`config.mk`:
```
export PLATFORM = sky130hd
export DESIGN_NAME = tm_counter
export DESIGN_NICKNAME = d
export VERILOG_FILES = /design/src/rtl/tm_pkg.sv /design/src/rtl/tm_counter.sv
export SDC_FILE = /design/constraint.sdc
export NUM_CORES = 1
export LEC_CHECK = 0
export CORE_MARGIN = 2
export CORE_UTILIZATION = 45
export CTS_CLUSTER_DIAMETER = 30
export DETAILED_ROUTE_END_ITERATION = 8
export PLACE_DENSITY = 0.72
export RECOVER_POWER = 25
export SYNTH_ARGS = -nofsm -noshare
export SYNTH_HDL_FRONTEND = slang
export SYNTH_SLANG_ARGS = --single-unit
```
`constraint.sdc`:
```
create_clock -name clk -period 4.5 [get_ports clk]
set_input_delay 0.9 -clock clk [delete_from_list [all_inputs] [get_ports clk]]
set_output_delay 0.9 -clock clk [all_outputs]
set_load 0.05 [all_outputs]
```
`src/rtl/tm_pkg.sv`:
```
// tm_pkg -- shared definitions for the test_monitor block.
//
// Holds the FSM state encoding and the default parameter values used by
// test_monitor and tm_counter. Nothing else is defined locally in those
// files; anything shared lives here.

package tm_pkg;

  // Monitor FSM states.
  typedef enum logic [2:0] {
    ST_IDLE    = 3'd0,
    ST_RUN     = 3'd1,
    ST_CONFIRM = 3'd2,
    ST_PASS    = 3'd3,
    ST_FAIL    = 3'd4
  } tm_state_e;

  // Default parameter values.
  localparam int DEF_STABLE_CYCLES  = 4;
  localparam int DEF_TIMEOUT_CYCLES = 1000;
  localparam int DEF_CNT_W          = 32;

  // Width of the inline stability counter (STABLE_CYCLES tops out at 255).
  localparam int STAB_W = 8;

endpackage : tm_pkg

```
`src/rtl/tm_counter.sv`:
```
// tm_counter -- clearable, enabled up-counter.
//
// Ports:
//   clk      in   clock
//   reset_n  in   asynchronous active-low reset (count -> 0)
//   clr      in   synchronous clear; wins over en
//   en       in   increment by one this edge
//   count    out  [W-1:0] current count (registered)

module tm_counter
  import tm_pkg::*;
#(
  parameter int W = DEF_CNT_W
) (
  input  logic         clk,
  input  logic         reset_n,
  input  logic         clr,
  input  logic         en,
  output logic [W-1:0] count
);

  always_ff @(posedge clk or negedge reset_n) begin
    if (!reset_n) begin
      count <= '0;
    end else if (clr) begin
      count <= '0;
    end else if (en) begin
      count <= count + W'(1);
    end
  end

endmodule : tm_counter

```
==> impl_metrics.csv <==
group,metric,value,unit
run_status,run_status,"complete, no violations",
hold_path,hold_class,"flop to flop",
layout,reg_top3,"count: 32 flops",
layout,nNetsFinal,213,
floorplan,design.portCount,36,
clocking,cts_hold_repair.buffers,0,
sta,finalSetupTns,0,ns
sta,post-route-min-period,3.222,ns
drt,routed-wl-met2,1813,um
logic_synthesis,synth_enable_flop_cells,0,
layout,registers.top_by_ff_count,"count",
grt,overall_global_routing_usage,0.1875,
grt,first_global_vias,1391,
logic_synthesis,yosys-top-cells-area,"sky130_fd_sc_hd__dfrtp_1, sky130_fd_sc_hd__a21oi_1, sky130_fd_sc_hd__or4_1",
layout,largest_register_ff_count,32,
logic_synthesis,yosysUniqueCellTypes,28,
floorplan,die-area,0.004239,mm2
clocking,cts_max_level,2,
run,maxCapViolCount,0,
logic_synthesis,yosys_warns,0,
grt,grt_pass1_wl,6230,um
logic_synthesis,synth.cell_area,0.001680,mm2
setup_path,timing.critical_path.required,4.70,ns
drt,route.top_layer_used,"met4",
drt,totalWireLength,3695,um
drt,viasPerCell,5.846,
grt,globalRoute.totalOverflow,0,
setup_path,start_kind,"input pin",
setup_path,arrival,3.42,ns
clocking,clockBufferDepth,2,
logic_synthesis,synth_sequential_area_ratio,0.4765,
drt,detail_route.first_pass.iterations,4,
sta,worst_pin_slew,1.131,ns
clocking,cts.clk_slew.worst_paths,0.06,ns
clocking,number_of_clock_sinks_seen_by_cts,32,
sta,unrepaired_setup_endpoints_after_global_routing,"false",
drt,first_iter_violations,82,
clocking,ctsRootBufferMaster,"sky130_fd_sc_hd__clkbuf_8",
floorplan,chipHeight,65.11,um
logic_synthesis,synth_top_cell_by_area,"sky130_fd_sc_hd__dfrtp_1",
setup_path,path_max_fanout,17,
clocking,numCtsBuffers,5,
layout,fillerInstances,321,
drt,met3WireLength,167,um
floorplan,initial_utilization,0.4625,
floorplan,core_area,0.003633,mm2
drt,routed-via-count,1485,
logic_synthesis,synthesis.nets,181,
sta,finalClockSkew,0.003955,ns
logic_synthesis,synthDominantCellAreaShare,0.4765,
sta,maxClockFrequency,0.3104,GHz
placed_design,buffer_ports.inserted,35,
floorplan,floorplan.die.width,65.11,um
sta,setup_viol,0,
power,power_per_cell_area,242.6,mW/mm2
sta,slew_violations,0,
placed_design,place_congestion,0.8762,
grt,largest_net_degree_at_the_start_of_global_routing,25,
logic_synthesis,synthCells,176,
sta,timing.final.hold_violations,0,
setup_path,critPathKind,"input pin to flop",
layout,drive_gt1_frac,0.04369,
logic_synthesis,postSynthAreaPerCell,9.548,um2
layout,area_growth,26.06,%
power,power.static_leakage,0.7664,nW
logic_synthesis,synth.most_common_cell,"sky130_fd_sc_hd__dfrtp_1",
logic_synthesis,synth_flop_cell,"sky130_fd_sc_hd__dfrtp_1",
power,design_power_total,0.0005140,W
clocking,clk_latency,0.27,ns
logic_synthesis,synth_seq_cells,32,
logic_synthesis,synth_common_cells,"sky130_fd_sc_hd__dfrtp_1, sky130_fd_sc_hd__a21oi_1, sky130_fd_sc_hd__nand2_1, sky130_fd_sc_hd__or4_1",
grt,grt_antenna_before_repair,0,
floorplan,num_rows,22,
clocking,cts_tree,"yes",
sta,min_period_over_period,0.7159,
clocking,post_cts_buffers,0,
layout,n_antenna_cell,0,
setup_path,setup.worst_path.end_class,"flop",
drt,routedLengthMet1,1682,um
placed_design,dpl.hpwl,2580,um
clocking,postCtsResizedCells,0,
sta,relative_slew_slack,0.2434,
power,vdd.ir_drop.worst,0.1380,mV
drt,post-route-drc-count,0,
drt,antenna_left,0,
logic_synthesis,async_flop_share,1.000,
drt,drt-wirelength-per-cell,14.55,um
-- critical path, cell delays in order --
cell and delay, ns:
sky130_fd_sc_hd__dlygate4sd3_1 0.87, sky130_fd_sc_hd__o2111ai_4 0.25, sky130_fd_sc_hd__or3_1 0.66, sky130_fd_sc_hd__or4_1 0.58, sky130_fd_sc_hd__a21oi_1 0.16
-- layer usage --
metal / GRT usage / vias to the layer above
li1: - / 715
met1: 0.2315 / 730
met2: 0.3209 / 35
met3: 0.04966 / 5
met4: 0.05990 / 0
met5: 0 / -
-- final cells by class --
class	instances	area [um2]	share of cell area
Sequential cell	32	800.8	0.3780
Timing Repair Buffer	37	365.4	0.1725
Tap cell	48	60.06	0.02835
Clock buffer	5	68.82	0.03249
Inverter	6	22.52	0.01063
Multi-Input combinational cell	126	800.8	0.3780
-- final timing paths --
check | startpoint | endpoint | slack (ns) | depth (start not counted)
max | clr | count[27] | 1.28 | 5
min | count[31] | count[31] | 0.55 | 2
max reg2reg | count[0] | count[26] | 2.19 | 5
min reg2reg | count[31] | count[31] | 0.55 | 2
max in group asynchronous | reset_n | count[13] | 2.46 | 2
min in group asynchronous | reset_n | count[28] | 1.29 | 1
-- power breakdown --
group          switching [W]  total (W)  internal (W)  leakage (nW)
logic              0.0000213  0.0000298    0.00000857         0.285
clock network      0.0000915   0.000191     0.0000994        0.0359
registers         0.00000356   0.000293      0.000290         0.446
-- kinds of logic (layout without fill, tap and decap cells) --
kind of cell	after synthesis	after routing	synth area share
AO/OA/AOI/OAI	43	43	0.1631
adder cells (fa/ha/maj)	1	1	0.007445
buffers and inverters	18	48	0.04690
AND/OR/NAND/NOR	70	70	0.2427
flip-flops	32	32	0.4765
multiplexers	1	1	0.005957
XOR/XNOR	11	11	0.05733
-- cells in the final DEF, fill, tap and decap left out, types with 5 or more instances in the layout --
cell type and n:
sky130_fd_sc_hd__xnor2_1 7, sky130_fd_sc_hd__clkbuf_8 5, sky130_fd_sc_hd__or3_1 9, sky130_fd_sc_hd__a21oi_1 20, sky130_fd_sc_hd__or4_1 13, sky130_fd_sc_hd__nand3_1 6
sky130_fd_sc_hd__dfrtp_1 32, sky130_fd_sc_hd__inv_1 6, sky130_fd_sc_hd__o21ai_0 8, sky130_fd_sc_hd__clkdlybuf4s50_1 32, sky130_fd_sc_hd__nand4_1 5, sky130_fd_sc_hd__o31ai_1 12
sky130_fd_sc_hd__nand2_1 13, sky130_fd_sc_hd__nor2_1 12
-- metrics by stage --
stage,hold WS (ns),instance area (um2),setup slack (ns),cells,util
after floorplan,0.6044,1680,2.057,176,-
after global placement,0.5312,2049,1.165,249,0.5641
after detailed placement,0.5453,2049,1.061,249,0.5641
after CTS,0.5534,2118,1.361,254,0.5830
after global routing,0.5829,2118,1.140,254,0.5830
final,0.5480,2118,1.278,254,0.5830
Power figures use the tool's default switching activity.
==> patch 1, RTL diff (config.mk and constraints unchanged) <==
Reset style: synchronous (`reset_n`), changed in one clocked block. Comments in the files are not updated.
--- a/src/rtl/tm_counter.sv
+++ b/src/rtl/tm_counter.sv
@@ -20,5 +20,5 @@
 );
 
-  always_ff @(posedge clk or negedge reset_n) begin
+  always_ff @(posedge clk) begin
     if (!reset_n) begin
       count <= '0;
Function: differs if reset_n is asserted again (counterexample within 4 cycles, from zero or initial values and one cycle with reset_n low); with reset_n held inactive, the same outputs for 10 cycles.
==> patch 1 against the original RTL <==
Routed wire length up 2.7%; setup slack gained 300 ps; maximum frequency increased by 10%; synthesized area shrank 7.6%; critical path depth is the same; sequential cell count unchanged; count of clock-buffer cells in the layout increased by 3; cell area fell by 6.2%; critical path type unchanged.
Power is not compared: it rests on default switching activity, and its combinational part moved more than twofold at a synthesized area within 25%.
==> patch 1: results (changes against the original RTL) <==
crit-path max FO 14 (-3); Worst-path clk slew 90 ps (+30 ps); number of fill cells 322 (+0.31%); gpl congestion 0.7795 (-11%); syn nets 183 (+1.1%); Clk Latency, worst-skew pair 330 ps (+60 ps); CTS resizes 0 (unchanged); Via density 5.747 (-1.7%); largest net degree at the start of global routing 22 (-12%); Post-synth top cells dfxtp_1, a21oi_1, nand2_1; post-DP HPWL 2.790 mm (+8.1%); Iter 0 DRT Violations 95 (+16%); DRT Pass-1 Iters 4 (unchanged); register area share after synthesis 41.26% (-6.4 points); CP arrival 3170 ps (-250 ps); met3 Usage GRT 5.225% (+0.26 points); M1 GR Usage 24.66% (+1.5 points); Area contributors post-synth dfxtp_1, o31ai_1, a21oi_1, or4_1, nand4_1; clk_skew 7.225 ps (+3.270 ps); first-pass GRT wire length 6.644 mm (+6.6%); Synth cell types 34 (+21%); share of layout cells above drive strength 1 6.512% (+2.1 points); Post-synth ARST share 0% (-100 points); Total GRT Usage 20.96% (+2.2 points); vias in the first global route 1,483 (+6.6%); CTS buffer count 5 (unchanged); top cell type's share of synthesized area 41.26% (-6.4 points); status finished, final reports clean; met2 GRT Util 36.56% (+4.5 points); DRT Wirelength 3.793 mm (+2.7%); Worst-Margin Slew 798.1 ps (-333.1 ps); Clock Root Buffer clkbuf_4
-- patch 1: path summary, 6_finish.rpt --
path              from         to  slack [ps]  cells after the start
min reg2reg  count[30]  count[30]         520                      2
max reg2reg   count[0]  count[28]        2210                      5
min          count[30]  count[30]         520                      2
max                 en  count[28]        1580                      5
-- patch 1: logic make-up after synthesis --
logic type	count (synthesis)	synth area share (%)
DFF	32	41.26
adders and majority gates	1	0.8057
AOI/OAI and AO/OA	39	15.55
xor gates and xnor gates	11	6.205
muxes	1	0.6447
and+or+nand+nor	85	32.72
buffers and inverters	9	2.820
-- patch 1: per-stage QoR --
step / worst slack, ps / power [mW] / area (um2) / instances
6_report: 1580 / 0.4705 / 1987 / 261
5_1_grt: 1457 / 0.4888 / 1987 / 261
4_1_cts: 1676 / 0.4733 / 1991 / 261
3_5_place_dp: 1334 / 0.3060 / 1932 / 253
3_3_place_gp: 1388 / 0.3056 / 1932 / 253
2_1_floorplan: 2016 / 0.3003 / 1553 / 178
-- patch 1: power breakdown --
group	internal, mW	leakage [nW]	total (mW)	switching (mW)
clock network	0.0771	0.0326	0.172	0.0947
registers	0.284	0.258	0.285	0.000954
logic	0.00497	0.289	0.0142	0.00920
-- patch 1: routing by layer --
metal	routed length, um	share of wire (%)	vias to the layer above
li1	-	-	756
met1	1680	44	700
met2	1912	50	40
met3	166	4.4	4
met4	32	0.84	0
met5	0	0	-
-- patch 1: critical path, cell delays in order --
cell	delay (ps)
dlygate4sd3_1	670
nand3_1	260
or4_4	660
or4_1	520
a21oi_1	150
-- patch 1: final cells by class --
cell class	instances	share of cell area (%)
multi-input combinational	137	43.70
sequential	32	32.24
timing repair buffer	36	17.82
clock buffer	8	2.960
tap	46	2.897
inverter	2	0.3778
==> patch 2, RTL diff (same flow settings) <==
Made on the original files. Set the package constant `DEF_CNT_W` to 40 (it was 32).
--- a/src/rtl/tm_pkg.sv
+++ b/src/rtl/tm_pkg.sv
@@ -19,5 +19,5 @@
   localparam int DEF_STABLE_CYCLES  = 4;
   localparam int DEF_TIMEOUT_CYCLES = 1000;
-  localparam int DEF_CNT_W          = 32;
+  localparam int DEF_CNT_W          = 40;
 
   // Width of the inline stability counter (STABLE_CYCLES tops out at 255).
Ports: changed (resized count); port bits go from 36 to 44. The function was not compared with the original's and may differ.
==> patch 2 against the original RTL <==
The flow now finishes with violations (max-capacitance violations, max-slew violations); routed wire length is 21% higher; total power increased by 27%; register-to-register slack lost 20 ps; first-iteration DRC count is 100% higher; critical path type unchanged; setup slack worse by 21 ps; largest power group unchanged; synthesized area is 24% higher; synthesized cell count is 27% higher; highest routed layer unchanged; via count up 20%; sequential cell count increased by 8; cell area grew 24%; critical path depth stayed put; sequential share of layout area is 0.26 points higher; largest cell class is now multi-input combinational cells.
==> patch 2: results (changes against the original RTL) <==
routed length on met2 2.069 mm (+14%); met2 GRT Util 29.12% (-3.0 points); Worst-path clk slew 80 ps (+20 ps); Hold Path Cell Cnt 2 (unchanged); dpl ws 966.5 ps (-94.29 ps); failing checks max-capacitance violations, max-slew violations; routed length on met3 253 um (+51%); Post-synth top cells dfrtp_1, nor2_1, xnor2_1; Area contributors post-synth dfrtp_1, xnor2_1, nor2_1, xor2_1, nand4_1; number of fill cells 386 (+20%); Hold EP count[10]; number of vias after detailed routing 1,776 (+20%); Cell Pwr Density 248.4 nW/um2 (+2.4%); vias in the first global route 1,599 (+15%); Synth Instances 224 (+27%); M1 GR Usage 26.75% (+3.6 points); max-cap viol count 1 (+1); clk_skew 4.329 ps (+0.3750 ps); status finished with violations; wire length on met1 2.086 mm (+24%); post-DP HPWL 3.155 mm (+22%); CP max stage cell clkdlybuf4s50_1; R2R Path End count[38]; crit-path max FO 16 (-1); Total GRT Usage 18.95% (+0.21 points); P_leak 0.9871 nW (+29%); dpl cell area 2535 um2 (+24%); Peak VDD IR 0.2006 mV (+45%); Slew Viols, Final 41 (+41); Reg2Reg Depth 6 (+1); Iter 0 DRT Violations 164 (+100%); gpl congestion 0.7515 (-14%); Setup Fix Bufs, Post-CTS 0 (unchanged); share of layout cells above drive strength 1 6.792% (+2.4 points); syn nets 229 (+27%); met3 Usage GRT 4.444% (-0.52 points); CP arrival 3460 ps (+40 ps); fin nets 270 (+27%); first-pass GRT wire length 7.755 mm (+24%); CP max stage delay 810 ps (-60 ps); PortBufs 43 (+23%); Final Non-Filler Cells 317 (+25%); WHS 568.8 ps (+20.79 ps); worst relative slew slack -40.45% (-65 points); R2R setup slack 2170 ps (-20 ps); largest net degree at the start of global routing 41 (+64%); Clk Latency, worst-skew pair 290 ps (+20 ps)
[patch 2: cell type report]
cell class,instances,area share [%]
flip-flops and latches,40,38.06
well taps,52,2.474
clock buffers,7,3.663
inverters,3,0.4282
multi-input cells,171,38.96
repair buffers,44,16.41
[patch 2: worst max-delay path by stage]
stage,start,endpoint,slack [ps]
after floorplan,en,count[35],1820
after global placement,clr,count[37],1010
after detailed placement,clr,count[37],970
after CTS,clr,count[35],1260
after global routing,clr,count[35],1020
final,clr,count[35],1260
[patch 2: cell families (layout without fill, tap and decap cells)]
kind of cell,count (synthesis),after routing,share of synthesized area [%]
mux,1,1,0.4805
flops,40,40,48.05
fa+ha+maj,1,1,0.6005
compound gates,27,27,8.288
xor+xnor,27,27,11.35
simple gates,115,115,28.47
buf+inv,13,54,2.763
[patch 2: where the power goes]
part           leakage, nW  switching [mW]  total, mW  internal (mW)
sequential           0.558         0.00281      0.364          0.361
clock               0.0503           0.120      0.257          0.137
combinational        0.379          0.0235     0.0323        0.00886
total                0.987           0.147      0.653          0.506
